$ cat config.mk
export PLATFORM = sky130hd
export DESIGN_NAME = maria_reg_sequencer
export DESIGN_NICKNAME = d
export VERILOG_FILES = /design/src/rtl/maria_reg_sequencer.sv
export SDC_FILE = /design/constraint.sdc
export NUM_CORES = 1
export LEC_CHECK = 0
export ABC_AREA = 1
export BUFFER_PORTS_ARGS = -buffer_cell sky130_fd_sc_hd__buf_4
export CORE_MARGIN = 2
export CORE_UTILIZATION = 57
export DETAILED_ROUTE_END_ITERATION = 16
export GPL_ROUTABILITY_DRIVEN = 0
export GPL_TIMING_DRIVEN = 0
export PLACE_DENSITY = 0.89
export SLEW_MARGIN = 40
export SYNTH_ARGS = -nofsm -noshare
export SYNTH_HDL_FRONTEND = slang
export SYNTH_SLANG_ARGS = --single-unit
$ cat constraint.sdc
create_clock -name sysclock -period 5.9 [get_ports sysclock]
set_clock_uncertainty 0.15 [all_clocks]
set_input_delay 0.295 -clock sysclock [delete_from_list [all_inputs] [get_ports sysclock]]
set_output_delay 0.295 -clock sysclock [all_outputs]
set_load 0.02 [all_outputs]
$ cat src/rtl/maria_reg_sequencer.sv
// maria_reg_sequencer
//   Bus initiator for the MARIA register window BASE..BASE+31. Shares the
//   6502 bus through a req/grant handshake and issues one CPU-style access
//   per pclk_2 strobe. Used for savestate restore (write pass from a
//   32-byte buffer) and savestate dump (read pass into the buffer).
//
//   Optional build macro: MARIA_SEQ_VERIFY_EN
//     Adds a read-back pass after a write pass. Bytes read back are compared
//     against the buffer. Outputs verify_err / err_idx exist only in this build.
//
// Ports
//   sysclock, reset      system clock, synchronous active-high reset
//   start, mode, abort   pass control (mode 0 = write/restore, 1 = read/dump)
//   busy, done, aborted  pass status
//   buf_addr/rdata/wdata/we  32-byte buffer port (rdata one cycle after addr)
//   bus_req, bus_grant   arbiter handshake
//   pclk2_en             one-sysclock strobe on the pclk_2 rising edge
//   AB, DB_wr, DB_rd, we_b, drive_en  shared bus initiator signals
//   verify_err, err_idx  (MARIA_SEQ_VERIFY_EN only) read-back mismatch report
module maria_reg_sequencer #(
  parameter logic [15:0] BASE     = 16'h0020,
  parameter logic [31:0] WR_SKIP  = 32'h0100_0110,
  parameter logic [31:0] RD_SKIP  = 32'h0100_0010,
  parameter logic [4:0]  CTRL_IDX = 5'd28
) (
  input  logic        sysclock,
  input  logic        reset,
  input  logic        start,
  input  logic        mode,
  input  logic        abort,
  output logic        busy,
  output logic        done,
  output logic        aborted,
  output logic [4:0]  buf_addr,
  input  logic [7:0]  buf_rdata,
  output logic [7:0]  buf_wdata,
  output logic        buf_we,
  output logic        bus_req,
  input  logic        bus_grant,
  input  logic        pclk2_en,
  output logic [15:0] AB,
  output logic [7:0]  DB_wr,
  input  logic [7:0]  DB_rd,
  output logic        we_b,
  output logic        drive_en
`ifdef MARIA_SEQ_VERIFY_EN
  ,
  output logic        verify_err,
  output logic [4:0]  err_idx
`endif
);

  typedef enum logic [2:0] {IDLE, REQ, FETCH, ACCESS, CAPTURE, NEXT, RELEASE} state_t;

  state_t      state;
  logic        mode_r;
  logic [4:0]  slot;
  logic        have_idx;
  logic        abort_pend;
  logic        fetch_wait;
  logic        vfy_phase;

  logic        plain;
  logic [4:0]  idx;
  logic [31:0] act_skip;
  logic [5:0]  first_slot;
  logic [5:0]  next_slot;
  logic        abort_now;
  logic        acc_rd;

`ifdef MARIA_SEQ_VERIFY_EN
  // Read-back covers written indices that are also readable; the
  // write-only registers at $2C, $30, $34 and $3C are excluded.
  localparam logic [31:0] VFY_SKIP = WR_SKIP | RD_SKIP | 32'h1011_1000;
  logic [7:0]  vfy_byte;
  logic [5:0]  vfy_first;
`else
  assign vfy_phase = 1'b0;
`endif

  // Slots are walked in ascending order. In the write order CTRL_IDX is
  // pulled out of its natural place and moved to the final slot so the
  // control register lands after the list pointers and colours.
  function automatic logic [4:0] slot_to_idx(input logic [4:0] s, input logic pl);
    logic [4:0] r;
    if (pl || s < CTRL_IDX) r = s;
    else if (s == 5'd31)    r = CTRL_IDX;
    else                    r = s + 5'd1;
    return r;
  endfunction

  // Returns {found, slot}: the lowest slot >= from whose index is not skipped.
  function automatic logic [5:0] find_slot(input logic [5:0] from,
                                           input logic [31:0] skip,
                                           input logic pl);
    logic [5:0] r;
    r = 6'd0;
    for (int k = 31; k >= 0; k--) begin
      if (6'(k) >= from && !skip[slot_to_idx(5'(k), pl)]) r = {1'b1, 5'(k)};
    end
    return r;
  endfunction

  always_comb begin
    plain      = mode_r | vfy_phase;
    acc_rd     = mode_r | vfy_phase;
    idx        = slot_to_idx(slot, plain);
    abort_now  = abort | abort_pend;
    first_slot = find_slot(6'd0, mode ? RD_SKIP : WR_SKIP, mode);
`ifdef MARIA_SEQ_VERIFY_EN
    act_skip   = vfy_phase ? VFY_SKIP : (mode_r ? RD_SKIP : WR_SKIP);
    vfy_first  = find_slot(6'd0, VFY_SKIP, 1'b1);
`else
    act_skip   = mode_r ? RD_SKIP : WR_SKIP;
`endif
    next_slot  = find_slot({1'b0, slot} + 6'd1, act_skip, plain);
  end

  // Single sequencer FSM; every output is registered here. An access only
  // counts on a pclk2_en strobe seen while granted and already driving, so a
  // dropped grant stalls the pass without losing or duplicating a cycle.
  always_ff @(posedge sysclock) begin
    if (reset) begin
      state      <= IDLE;
      mode_r     <= 1'b0;
      slot       <= 5'd0;
      have_idx   <= 1'b0;
      abort_pend <= 1'b0;
      fetch_wait <= 1'b0;
      busy       <= 1'b0;
      done       <= 1'b0;
      aborted    <= 1'b0;
      buf_addr   <= 5'd0;
      buf_wdata  <= 8'd0;
      buf_we     <= 1'b0;
      bus_req    <= 1'b0;
      AB         <= 16'd0;
      DB_wr      <= 8'd0;
      we_b       <= 1'b1;
      drive_en   <= 1'b0;
`ifdef MARIA_SEQ_VERIFY_EN
      vfy_phase  <= 1'b0;
      vfy_byte   <= 8'd0;
      verify_err <= 1'b0;
      err_idx    <= 5'd0;
`endif
    end else begin
      done   <= 1'b0;
      buf_we <= 1'b0;
      if (state != IDLE && abort) abort_pend <= 1'b1;

      case (state)
        IDLE: begin
          if (start) begin
            mode_r     <= mode;
            slot       <= first_slot[4:0];
            have_idx   <= first_slot[5];
            abort_pend <= 1'b0;
            aborted    <= 1'b0;
            fetch_wait <= 1'b0;
            busy       <= 1'b1;
            bus_req    <= 1'b1;
`ifdef MARIA_SEQ_VERIFY_EN
            vfy_phase  <= 1'b0;
            verify_err <= 1'b0;
            err_idx    <= 5'd0;
`endif
            state      <= REQ;
          end
        end

        REQ: begin
          if (abort_now) begin
            state <= RELEASE;
          end else if (bus_grant) begin
            if (have_idx) begin
              buf_addr <= idx;
              state    <= FETCH;
            end else begin
              state <= RELEASE;
            end
          end
        end

        // Write and verify passes spend two cycles here: one to present
        // buf_addr, one to take buf_rdata.
        FETCH: begin
          if (abort_now) begin
            fetch_wait <= 1'b0;
            state      <= RELEASE;
          end else if (bus_grant) begin
            if (!mode_r && !fetch_wait) begin
              fetch_wait <= 1'b1;
            end else begin
              fetch_wait <= 1'b0;
              if (!mode_r) begin
                if (vfy_phase) begin
`ifdef MARIA_SEQ_VERIFY_EN
                  vfy_byte <= buf_rdata;
`endif
                end else begin
                  DB_wr <= buf_rdata;
                end
              end
              AB       <= BASE + {11'd0, idx};
              drive_en <= 1'b1;
              we_b     <= acc_rd;
              state    <= ACCESS;
            end
          end
        end

        ACCESS: begin
          drive_en <= bus_grant;
          we_b     <= bus_grant ? acc_rd : 1'b1;
          if (pclk2_en && bus_grant && drive_en) begin
            if (acc_rd) begin
              state <= CAPTURE;
            end else begin
              drive_en <= 1'b0;
              we_b     <= 1'b1;
              state    <= NEXT;
            end
          end
        end

        // The responder registered DB_rd on the previous strobe; take it on
        // this one.
        CAPTURE: begin
          drive_en <= bus_grant;
          we_b     <= 1'b1;
          if (pclk2_en && bus_grant && drive_en) begin
            drive_en <= 1'b0;
            if (vfy_phase) begin
`ifdef MARIA_SEQ_VERIFY_EN
              if (DB_rd != vfy_byte && !verify_err) begin
                verify_err <= 1'b1;
                err_idx    <= idx;
              end
`endif
            end else begin
              buf_wdata <= DB_rd;
              buf_addr  <= idx;
              buf_we    <= 1'b1;
            end
            state <= NEXT;
          end
        end

        NEXT: begin
          if (abort_now) begin
            state <= RELEASE;
          end else if (next_slot[5]) begin
            slot     <= next_slot[4:0];
            buf_addr <= slot_to_idx(next_slot[4:0], plain);
            state    <= FETCH;
          end
`ifdef MARIA_SEQ_VERIFY_EN
          else if (!mode_r && !vfy_phase && vfy_first[5]) begin
            vfy_phase <= 1'b1;
            slot      <= vfy_first[4:0];
            buf_addr  <= vfy_first[4:0];
            state     <= FETCH;
          end
`endif
          else begin
            state <= RELEASE;
          end
        end

        RELEASE: begin
          drive_en <= 1'b0;
          we_b     <= 1'b1;
          bus_req  <= 1'b0;
          busy     <= 1'b0;
          done     <= 1'b1;
          aborted  <= abort_pend;
          state    <= IDLE;
        end

        default: state <= IDLE;
      endcase
    end
  end

endmodule

# --- Word-level counts from Yosys, hierarchy flattened ---
# Index checks and enable logic that the tools add are counted.
word_totals:
  ff_bits: 55
  inputBits: 23
op_classes:
  add_sub_neg: 4
  n_eq_ne: 22
  bitwise_logic: 5
  reduce_logical: 93
  n_mux: 145
  n_lt_le_gt_ge: 42
op_table:
  columns: ["cell", "n"]
  rows:
  - ["two-way mux 6 bit", 64]
  - [">= comparator 5 x 6 -> 1 bit (first input constant)", 16]
  - ["two-way mux 5 bit", 13]
  - [">= comparator 4 x 6 -> 1 bit (first input constant)", 8]
  - ["less-than comparator 5 x 6 -> 1 bit (second input constant)", 8]
  - ["binary-select mux 1 bit (select 5 bit)", 8]
  - ["logical AND 1 bit", 36]
  - ["two-way mux 1 bit", 35]
  - ["two-way mux 3 bit", 11]
  - [">= comparator 3 x 6 -> 1 bit (first input constant)", 4]
  - ["inequality test 2 bit (second input constant)", 11]
  - ["logical NOT 1 bit (first input constant)", 19]
  - ["two-way mux 9 bit", 2]
  - ["case mux 3 bit (6 select lines)", 1]
  - ["AND reduction 4 bit", 4]
  - ["logical NOT 1 bit", 15]
  - ["case mux 5 bit (3 select lines)", 1]
  - [">= comparator 1 x 6 -> 1 bit (first input constant)", 2]
  - [">= comparator 2 x 6 -> 1 bit (first input constant)", 2]
  - ["adder 5 x 1 -> 5 bit (second input constant)", 2]
  - ["== test 5 bit (second input constant)", 2]
  - ["less-than comparator 5 bit (second input constant)", 2]
  - ["case mux 5 bit (2 select lines)", 1]
  - ["== test 3 bit (second input constant)", 3]
  - ["other kinds (22)", 41]

# --- Logic depth before layout (Yosys ltp) ---
# Gate-level depths: netlist of the first run.
depth:
  ltp_word: 43
  mapped_depth: 31
  mapped_depth_nobuf: 31

# --- Worst setup path after synthesis of the first run ---
# OpenSTA, ideal clock, no wires.
synth_path:
  path_kind: "register -> register"
  from: "register slot[0]"
  to: "register buf_addr[1]"
  path_stages_with_launch: 31
  period_less_slack_ns: 3.051
  slack_ns: 2.849
  arrival_time_ns: 2.792
  path_cell_list: "dfxtp_1 ha_1 nand2_1 nor2_1 inv_1 ha_1 nand3_2 nand2_1 inv_2 a21oi_1 nand3_1 nand2_1 nand2_1 nand2_1 nand2_1 nand2_1 nand2_1 nand2_1 nand2_1 nand2_1 nand2_1 nand2_1 nand2_1 nand2_1 nand2_1 nand2_2 nand3_2 nand3_1 nand3_1 nand2_1 inv_1"
synth_between:
  elab_chain_cells: 41
  word_cells_on_any_way: 118
synth_lines:
  columns: ["item", "line_no", "source"]
  rows:
  - ["start: declaration", "57", "logic [4:0] slot;"]
  - ["start signal: assignment", "156", "slot <= first_slot[4:0];"]
  - ["start signal: assignment", "254", "slot <= next_slot[4:0];"]
  - ["adder 5 x 1 -> 6 bit", "116", "next_slot = find_slot({1'b0, slot} + 6'd1, act_skip, plain);"]
  - [">= comparator 5 x 6 -> 1 bit", "99", "if (6'(k) >= from && !skip[slot_to_idx(5'(k), pl)]) r = {1'b1, 5'(k)};"]
  - ["logical AND 1 bit", "99", null]
  - ["two-way mux 6 bit (32 in series)", "99", null]
  - ["adder 5 x 1 -> 5 bit (tied with other cells)", "88", "else r = s + 5'd1;"]
  - ["two-way mux 5 bit or logical OR 1 bit (tied branches)", "87, 86", null]
  - ["two-way mux 5 bit", "86", "if (pl || s < CTRL_IDX) r = s;"]
  - ["two-way mux 5 bit", "253", "end else if (next_slot[5]) begin"]
  - ["two-way mux 5 bit", "251", "if (abort_now) begin"]
  - ["case mux 5 bit (3 select lines)", "152", "case (state)"]
  - ["end signal: assignment", "177", "buf_addr <= idx;"]
  - ["end signal: assignment", "243", "buf_addr <= idx;"]
  - ["end signal: assignment", "255", "buf_addr <= slot_to_idx(next_slot[4:0], plain);"]
  - ["end: declaration", "34", "output logic [4:0] buf_addr,"]
# Several ways; a longest one is shown, not always the timed one. The select of a mux whose other input is x is not followed.
# A chain may end at the register's enable or synchronous reset.

# --- Worst setup path in the final report of the first run ---
# Ends and elaborated chain as after synthesis.

==> results of run 1 <==
[power by group through the flow]
stage	clock network [W]	registers, W	logic [W]
floorplan	0	0.000380	0.000186
global placement	0	0.000366	0.000277
detailed placement	0	0.000367	0.000289
CTS	0.000234	0.000360	0.000292
global route	0.000247	0.000364	0.000332
finish	0.000238	0.000361	0.000297
[flip-flops by register name (all words and copies together) (netlist names), 3 cells and up]
| register | count |
|---|---|
| state | 3 |
| buf_addr | 5 |
| slot | 5 |
| DB_wr | 8 |
| AB | 6 |
| buf_wdata | 8 |
[metrics by stage]
stage          total power, W  util (%)  instance area, um^2
2_1_floorplan        0.000566         -                 2660
3_3_place_gp         0.000643      71.8                 3150
3_5_place_dp         0.000656      71.8                 3150
4_1_cts              0.000886      74.3                 3260
5_1_grt              0.000944      74.3                 3260
6_report             0.000895      74.3                 3260
[placed cells by master (no fill, tap or decap), types with 2 or more instances in the layout]
| cell type | synthesis | final |
|---|---|---|
| a21oi_1 | 32 | 32 |
| a22oi_1 | 2 | 2 |
| a31oi_1 | 2 | 2 |
| buf_4 | 11 | 67 |
| clkbuf_1 | 5 | 6 |
| clkbuf_8 | 0 | 5 |
| conb_1 | 1 | 10 |
| dfxtp_1 | 45 | 45 |
| ha_1 | 5 | 5 |
| inv_1 | 51 | 51 |
| inv_2 | 5 | 5 |
| nand2_1 | 73 | 73 |
| nand2_2 | 5 | 5 |
| nand2_4 | 2 | 2 |
| nand3_1 | 17 | 17 |
| nand3_2 | 2 | 2 |
| nand4_1 | 3 | 3 |
| nor2_1 | 82 | 82 |
| nor2_2 | 4 | 4 |
| nor3_1 | 3 | 3 |
| o21a_1 | 2 | 2 |
| o21ai_0 | 42 | 42 |
| o21ai_1 | 2 | 2 |
| o22ai_1 | 2 | 2 |
| o31ai_1 | 3 | 3 |
| or2_2 | 3 | 3 |
[logic make-up after synthesis]
family	Yosys count	share of synthesized area, %
compound gates	92	19.1
other cells	1	0.143
fa+ha+maj	5	2.38
flops	45	34.3
simple gates	196	31.8
buf+inv	74	12.2
[cells in the mapped netlist]
master     n
a21oi_1   32
a21oi_2    1
a22oi_1    2
a311oi_1   1
a31oi_1    2
buf_4     11
clkbuf_1   5
clkinv_1   1
conb_1     1
dfxtp_1   45
ha_1       5
inv_1     51
inv_2      5
inv_4      1
nand2_1   73
nand2_2    5
nand2_4    2
nand3_1   17
nand3_2    2
nand3b_1   1
nand4_1    3
nor2_1    82
nor2_2     4
nor3_1     3
nor3_2     1
o211ai_1   1
o21a_1     2
o21ai_0   42
o21ai_1    2
o21bai_2   1
o221ai_1   1
o22ai_1    2
o31ai_1    3
or2_2      3
[final cells by class]
class	count	area (um^2)	share of cell area (%)
Multi-Input combinational cell	303	1440	44.2
Sequential cell	45	901	27.6
Timing Repair Buffer	56	420	12.9
Inverter	58	220	6.76
Buffer	16	101	3.11
Clock buffer	6	72.6	2.23
Tap cell	52	65.1	2.00
Clock inverter	2	38.8	1.19
[layer usage]
layer	wire [um]	global-route usage, %	share of wire (%)	vias up
met5	0	0	0	-
met2	3210	46.6	46	149
met4	138	10.9	2.0	0
met1	2960	36.1	42	1304
met3	701	6.81	10	19
li1	-	-	-	1451
[path summary, 6_finish.rpt]
path                 from          end  slack (ps)
hold reg to reg      we_b         we_b         320
setup reg to reg  slot[0]  buf_addr[1]        2260
hold / removal      reset      slot[0]          40
setup / recovery  slot[0]  buf_addr[1]        2260
==> impl.org, run 1 <==
** Status
- The flow ran to the end, and the final reports show no timing, DRC or antenna violations.

** Timing
- Slew at the pin closest to its max-slew limit :: 643 ps
- On the final layout, the worst hold slack is roughly 43 ps.
- Minimum period implied by the final worst setup slack :: around 3600 ps
- In the final timing run, aggregate negative setup slack is 0 ps.
- Final-report hold violation count :: 0
- The final count of pins violating max slew came to 0.
- Setup slack closes at 2260 ps.
- Final critical-path share of the clock period :: 61.6%
- Unrepaired setup endpoints after global routing :: no
- Max transition margin :: 56.7%
- Setup violations remaining at the end of the flow were counted as 0.
- Static timing analysis puts the maximum clock frequency at 275 MHz.

** Clocking
- Number of CTS-inserted buffers :: 5
- CTS built an H-tree with a depth of 2.
- TritonCTS clock tree :: built
- The number of setup buffers added after CTS is 0.
- Clock Sink Count :: 45
- Max Root-Sink Buffers :: 2
- # resized after CTS :: 0
- In this run the clock root is driven by a clkbuf_8.
- Worst-Skew Late Latency :: 300 ps
- Hold-fix buffer count after cts :: 0
- Clock-pin slew was measured on the worst setup and hold paths at 90 ps.

** Logic synthesis
- Sequential element share of the synthesized area :: 34.3%
- After synthesis the cells add up to between 2000 and 3000 um^2.
- Avg Synthesized Cell Area :: 6.36 um^2
- In this run, synthesis produced a sequential element count of 45.
- During synthesis, Yosys emitted a total of 0 warnings.
- By area the synthesized netlist is led by dfxtp_1 (34%), nor2_1 (12%), nand2_1 (10%), o21ai_0 (8.0%), inv_1 (7.3%).
- Of all cell types, the one taking the most synthesized area is dfxtp_1.
- Synthesis produced a netlist whose cell count is 413.
- The synthesized netlist contains 34 unique library cells.
- Area share of the largest cell type after synthesis :: 34.3%

** Setup path
- Counting cells, the worst reg-to-reg path comes to 24.
- Data required time at the worst endpoint :: 5960 ps
- Top Family by Delay on Critical Path :: simple AND/OR/NAND/NOR gates
- The worst setup path is captured at a flop.
- Crit-path max cell delay :: 490 ps
- Walking the worst path, the cells encountered are ha_1, nand2_1, nor2_1, inv_1, ha_1, inv_1, nand2_4, inv_2, nor2_2, a21oi_1, a21oi_1, o21ai_1, o21ai_1, nand2_1, nand2_1, nand2_1, a21oi_2, nand2_1, o21ai_0, inv_1, nand2_1, nand3_1, nand2_1, inv_1.
- Counting both buffers and inverters, the worst setup path holds a total of 5.
- Setup CP Type :: reg -> reg
- Peak fanout along the critical path :: 8
- Counting buffers and inverters, the worst setup path is 24 cells deep.
- Critical path arrival :: ~3700 ps
- Type of origin of the critical path :: flop
- Cell type of the slowest stage on the worst timing path :: dfxtp_1
- Counting stages on the worst path, the most repeated cell is nand2_1.

** Floorplan
- In this run the horizontal extent of the chip is roughly 72 um.
- Effective utilization at floorplan :: 59.9%
- 67 I/O pins were placed.
- Die area :: 5170 um^2
- After floorplanning, the core was sized to cover 4380 um^2.
- Core Rows :: 24
- Vertical extent of the die :: about 72 um

** Global route
- Number of antenna violations at the first check in global routing :: 0
- The number of global-route vias before repair came to 2707.
- Largest net degree at the start of global routing :: 15
- First-pass GRT wire length :: between 10 and 15 mm
- GRT Total Usage :: 28.3%
- GRT Residual Overflow :: 0

** Drt
- Initial DRT Pass Iterations :: 5
- After detailed routing, the average wire length per cell comes to ~13 um.
- After the first detailed-routing iteration, the DRC count stood at 263.
- Vias post-DR :: 2923
- For this block, the routed nets add up to 7.01 mm of wire.
- Residual DRC :: 0
- Using the TritonRoute via totals, the vias-per-cell ratio works out to between 5 and 6.
- Remaining number of nets flagged by the antenna check after routing :: 0

** Place
- Total placed cells including tap cells :: between 500 and 600
- In this run the tool buffered the top-level ports with 56 buffer cells.
- Detailed placement finished with a half-perimeter wire length of 5.28 mm.
- OpenSTA, run right after detailed placement, puts the worst setup slack at around 2400 ps.

** Cells and area
- Fraction of layout cells with a size suffix above 1 :: 20.4%
- The repair_antennas step left the layout with diodes totalling 0.
- At the end of the flow, the number of nets in the layout was slightly above 500.
- Number of fill cells in the layout :: 361
- Leaving out filler cells and counting taps, the final layout contains 538.
- Syn-to-layout area delta :: 24.0%

** Pwr
- Sw Pwr :: around 0.00033 W
- The clock network accounts for 26.5% of the total power.
- Dividing total power by cell area gives a power density of 275 nW/um^2.
- Share of total power in combinational logic :: 33.1%
- VDD sags by at most 147 uV.
- In this run, flip-flops and latches consume 40.3% of the power.
- Cell internal power dissipation :: 0.000567 W
- Proportion of total power due to net switching :: 36.7%
- Cell leakage power :: about 1.6 nW

** Job
- The tool flagged a number of max-cap violations equal to 0.

** Min path
- Type of the tightest min-delay check :: in -> reg
- Along the worst hold path, the cell count comes to 2.
No activity file was read; power rests on OpenSTA's default activity.
==> run 2: changes to the inputs <==
CORE_UTILIZATION = 48   (was 57)
PLACE_DENSITY = 0.8   (was 0.89)
clock period = 3 ns   (was 5.9 ns; I/O delays follow)
==> run 2 against run 1 <==
Against the previous run:
- via count grew 5.0%
- non-clock buffer count grew 31
- register-to-register slack lost 2200 ps
- total power rose by 100%
- cell count up 9.1%
- sequential cell count is the same
- sequential share of layout area fell by 3.0 points
- combinational power increased by 100%
- die area up 18%
- critical path depth fell by 1
- critical path type unchanged
- critical endpoint unchanged
- largest power group unchanged
- highest routed layer unchanged
==> impl.org, run 2 (synthesis gave the netlist of run 1 again) <==
** Min path
- Worst hold path stage count :: 3
- Hold path startpoint :: bus_grant
- The min-delay analysis places its worst path in the category in -> reg.
- For hold timing, the worst endpoint is drive_en.

** Clocking
- Clock transition at the registers of the reported paths :: 80 ps
- Buffers inserted during clock tree synthesis total 5.
- The clock passes through at most 2 buffers.
- TritonCTS clock tree :: built
- Clock Sink Count :: 45
- The tree is rooted in a clkbuf_8.
- The H-tree was split into 2 levels.
- Worst-Skew Late Latency :: 300 ps

** Timing
- Count of endpoints failing setup in the final report :: 0
- The worst pin sits at a relative slew slack of between 50% and 60%.
- At the pin with the least slew margin, the transition time is around 660 ps.
- Setup repair after global routing could not meet its margin everywhere.
- Final critical-path share of the clock period :: between 90% and 100%
- The final count of pins violating max slew is 0.
- Top achievable clock speed :: 339 MHz
- Final-report hold violation count :: 0
- Final total negative setup slack :: 0 ps
- Worst hold-check slack :: 34.2 ps
- The worst path needs 2950 ps of the cycle, external delays included.

** Cells and area
- Syn-to-layout area delta :: 40.8%
- 0 antenna diodes ended up in the layout.
- The library cells used most frequently in the layout, excluding fill and tap cells, are nor2_1 (80), buf_4 (80), nand2_1 (65).
- In the final layout, the registers with the most flip-flops are DB_wr: 8 flops, buf_wdata: 8 flops, AB: 6 flops.
- Once layout is complete, the cells apart from fillers number around 590.
- Cells with a size suffix above 1 make up a little over a quarter of the layout.
- The finished cells cover 3700 um^2.
- # nets final :: 544

** Setup path
- STA classifies the critical path startpoint as a flop.
- Setup CP Type :: reg -> reg
- Data required time at the worst endpoint :: 3060 ps
- R2R setup slack :: 50 ps
- Critical Path Sink Type :: flop
- Critical path arrival :: 3000 ps
- Peak fanout along the critical path :: 6
- The worst register-to-register path ends at buf_addr[1].
- Startpoint of the most critical register-to-register path :: slot[0]
- Reg2Reg Depth :: 23

** Floorplan
- The die covers 6080 um^2.
- The floorplan has 26 rows.
- Chip width :: between 70 and 80 um
- Number of top-level design ports :: 67
- For this configuration, the core starts out at a cell density of 50.5%.
- From bottom edge to top edge, the die measures 78.0 um.
- Core Region :: 5200 um^2

** Status
- The flow ran to the end, and the final reports show no timing, DRC or antenna violations.

** Place
- Buffers placed on the I/O ports in this run total 56.
- Total placed cells including tap cells :: 548
- In this run the cell area measured after placement is 3180 um^2.
- HPWL after detailed placement :: 5.20 mm

** Global route
- Largest net degree at the start of global routing :: 14
- The first global-routing pass estimated around 13 mm of wire.
- GRT Residual Overflow :: 0
- GRT Total Usage :: 25.7%
- Number of global-route vias before repair :: 2847
- Number of antenna violations at the first check in global routing :: 0

** Drt
- WL per Instance :: ~14 um
- Vias post-DR :: 3070
- Summed over all layers, the routed wires come to 7.93 mm.
- For this block, the initial DRC count from the detailed router was 357.
- Remaining number of nets flagged by the antenna check after routing :: 0
- Residual DRC :: 0
- In the routed layout, each cell is associated on average with a via count of 5.23.
- Initial DRT Pass Iterations :: 5

** Job
- Reported max-cap violation count :: 0

** Pwr
- Cell leakage power :: 1.77 nW
- Summing internal, switching and leakage power gives about 0.0018 W.
- Cell Pwr Density :: 484 nW/um^2
- Max rail drop VDD :: 319 uV
## run 2: cell types whose count changed in the layout (fill, tap and decap cells not counted), sizes merged
| cell | before | now |
|---|---|---|
| dlygate4sd3 | 0 | 18 |
| buf | 67 | 80 |
| clkinv | 2 | 0 |
| clkbuf | 11 | 12 |
| clkinvlp | 0 | 1 |
## run 2: what timing repair did
action,in CTS,in global routing
setup endpoints to repair,4,6
cloned,0,0
buffers inserted,6,7
hold buffers,18,0
resized for setup,10,23
endpoints found under the hold margin,21,0
pin swaps,4,19
## run 2: worst max-delay path, stage by stage (launching register included)
cell      delay, ps
dfxtp_4         360
ha_4            170
buf_4           160
inv_2           110
nand2_2          80
nand2_4         100
inv_4            60
nand4_1         130
nand2_1          90
buf_4           140
a21oi_1         160
o221ai_1        150
o21ai_1         140
nand2_1          70
nand2_1          80
nand2_1          60
a21oi_2         210
nand2_1          70
o21ai_0          80
inv_1            60
nand2_1          60
nand3_1          60
nand2_1          60
inv_1            30
## run 2: per-stage QoR
step / utilization (%) / worst slack (ps)
final: 71.1 / 52.8
after global routing: 71.1 / -198
after CTS: 68.4 / 46.9
after detailed placement: 61.2 / -380
after global placement: 61.2 / -331
after floorplan: - / 34.2
## run 2: worst max-delay path by stage
stage                       start           to  slack, ps  depth (start not counted)
after floorplan           slot[0]  buf_addr[1]         30                         30
after global placement    slot[0]  buf_addr[1]       -330                         24
after detailed placement  slot[0]  buf_addr[1]       -380                         24
after CTS                 slot[1]  buf_addr[1]         50                         30
after global routing      slot[0]  buf_addr[1]       -200                         30
final                     slot[0]  buf_addr[1]         50                         23
## run 2: per-layer routing
layer / global-route usage, % / wire length, um
met1: 33.7 / 3400
met2: 41.2 / 3660
met3: 7.44 / 783
met4: 7.02 / 91
met5: 0 / 0
## run 2: final cells by class
type                    count  area [um^2]
multi-input cells         303         1560
fillers                   426         1510
flip-flops and latches     45          911
repair buffers             87          698
inverters                  58          226
plain buffers              16          101
well taps                  70         87.6
clock buffers               7         86.3
clock inverters             1         30.0
## run 2: report_power, final
| group | switching, W | total, W | internal [W] |
|---|---|---|---|
| combinational | 0.000386 | 0.000605 | 0.000219 |
| sequential | 0.0000473 | 0.000709 | 0.000662 |
| clock | 0.000204 | 0.000476 | 0.000272 |
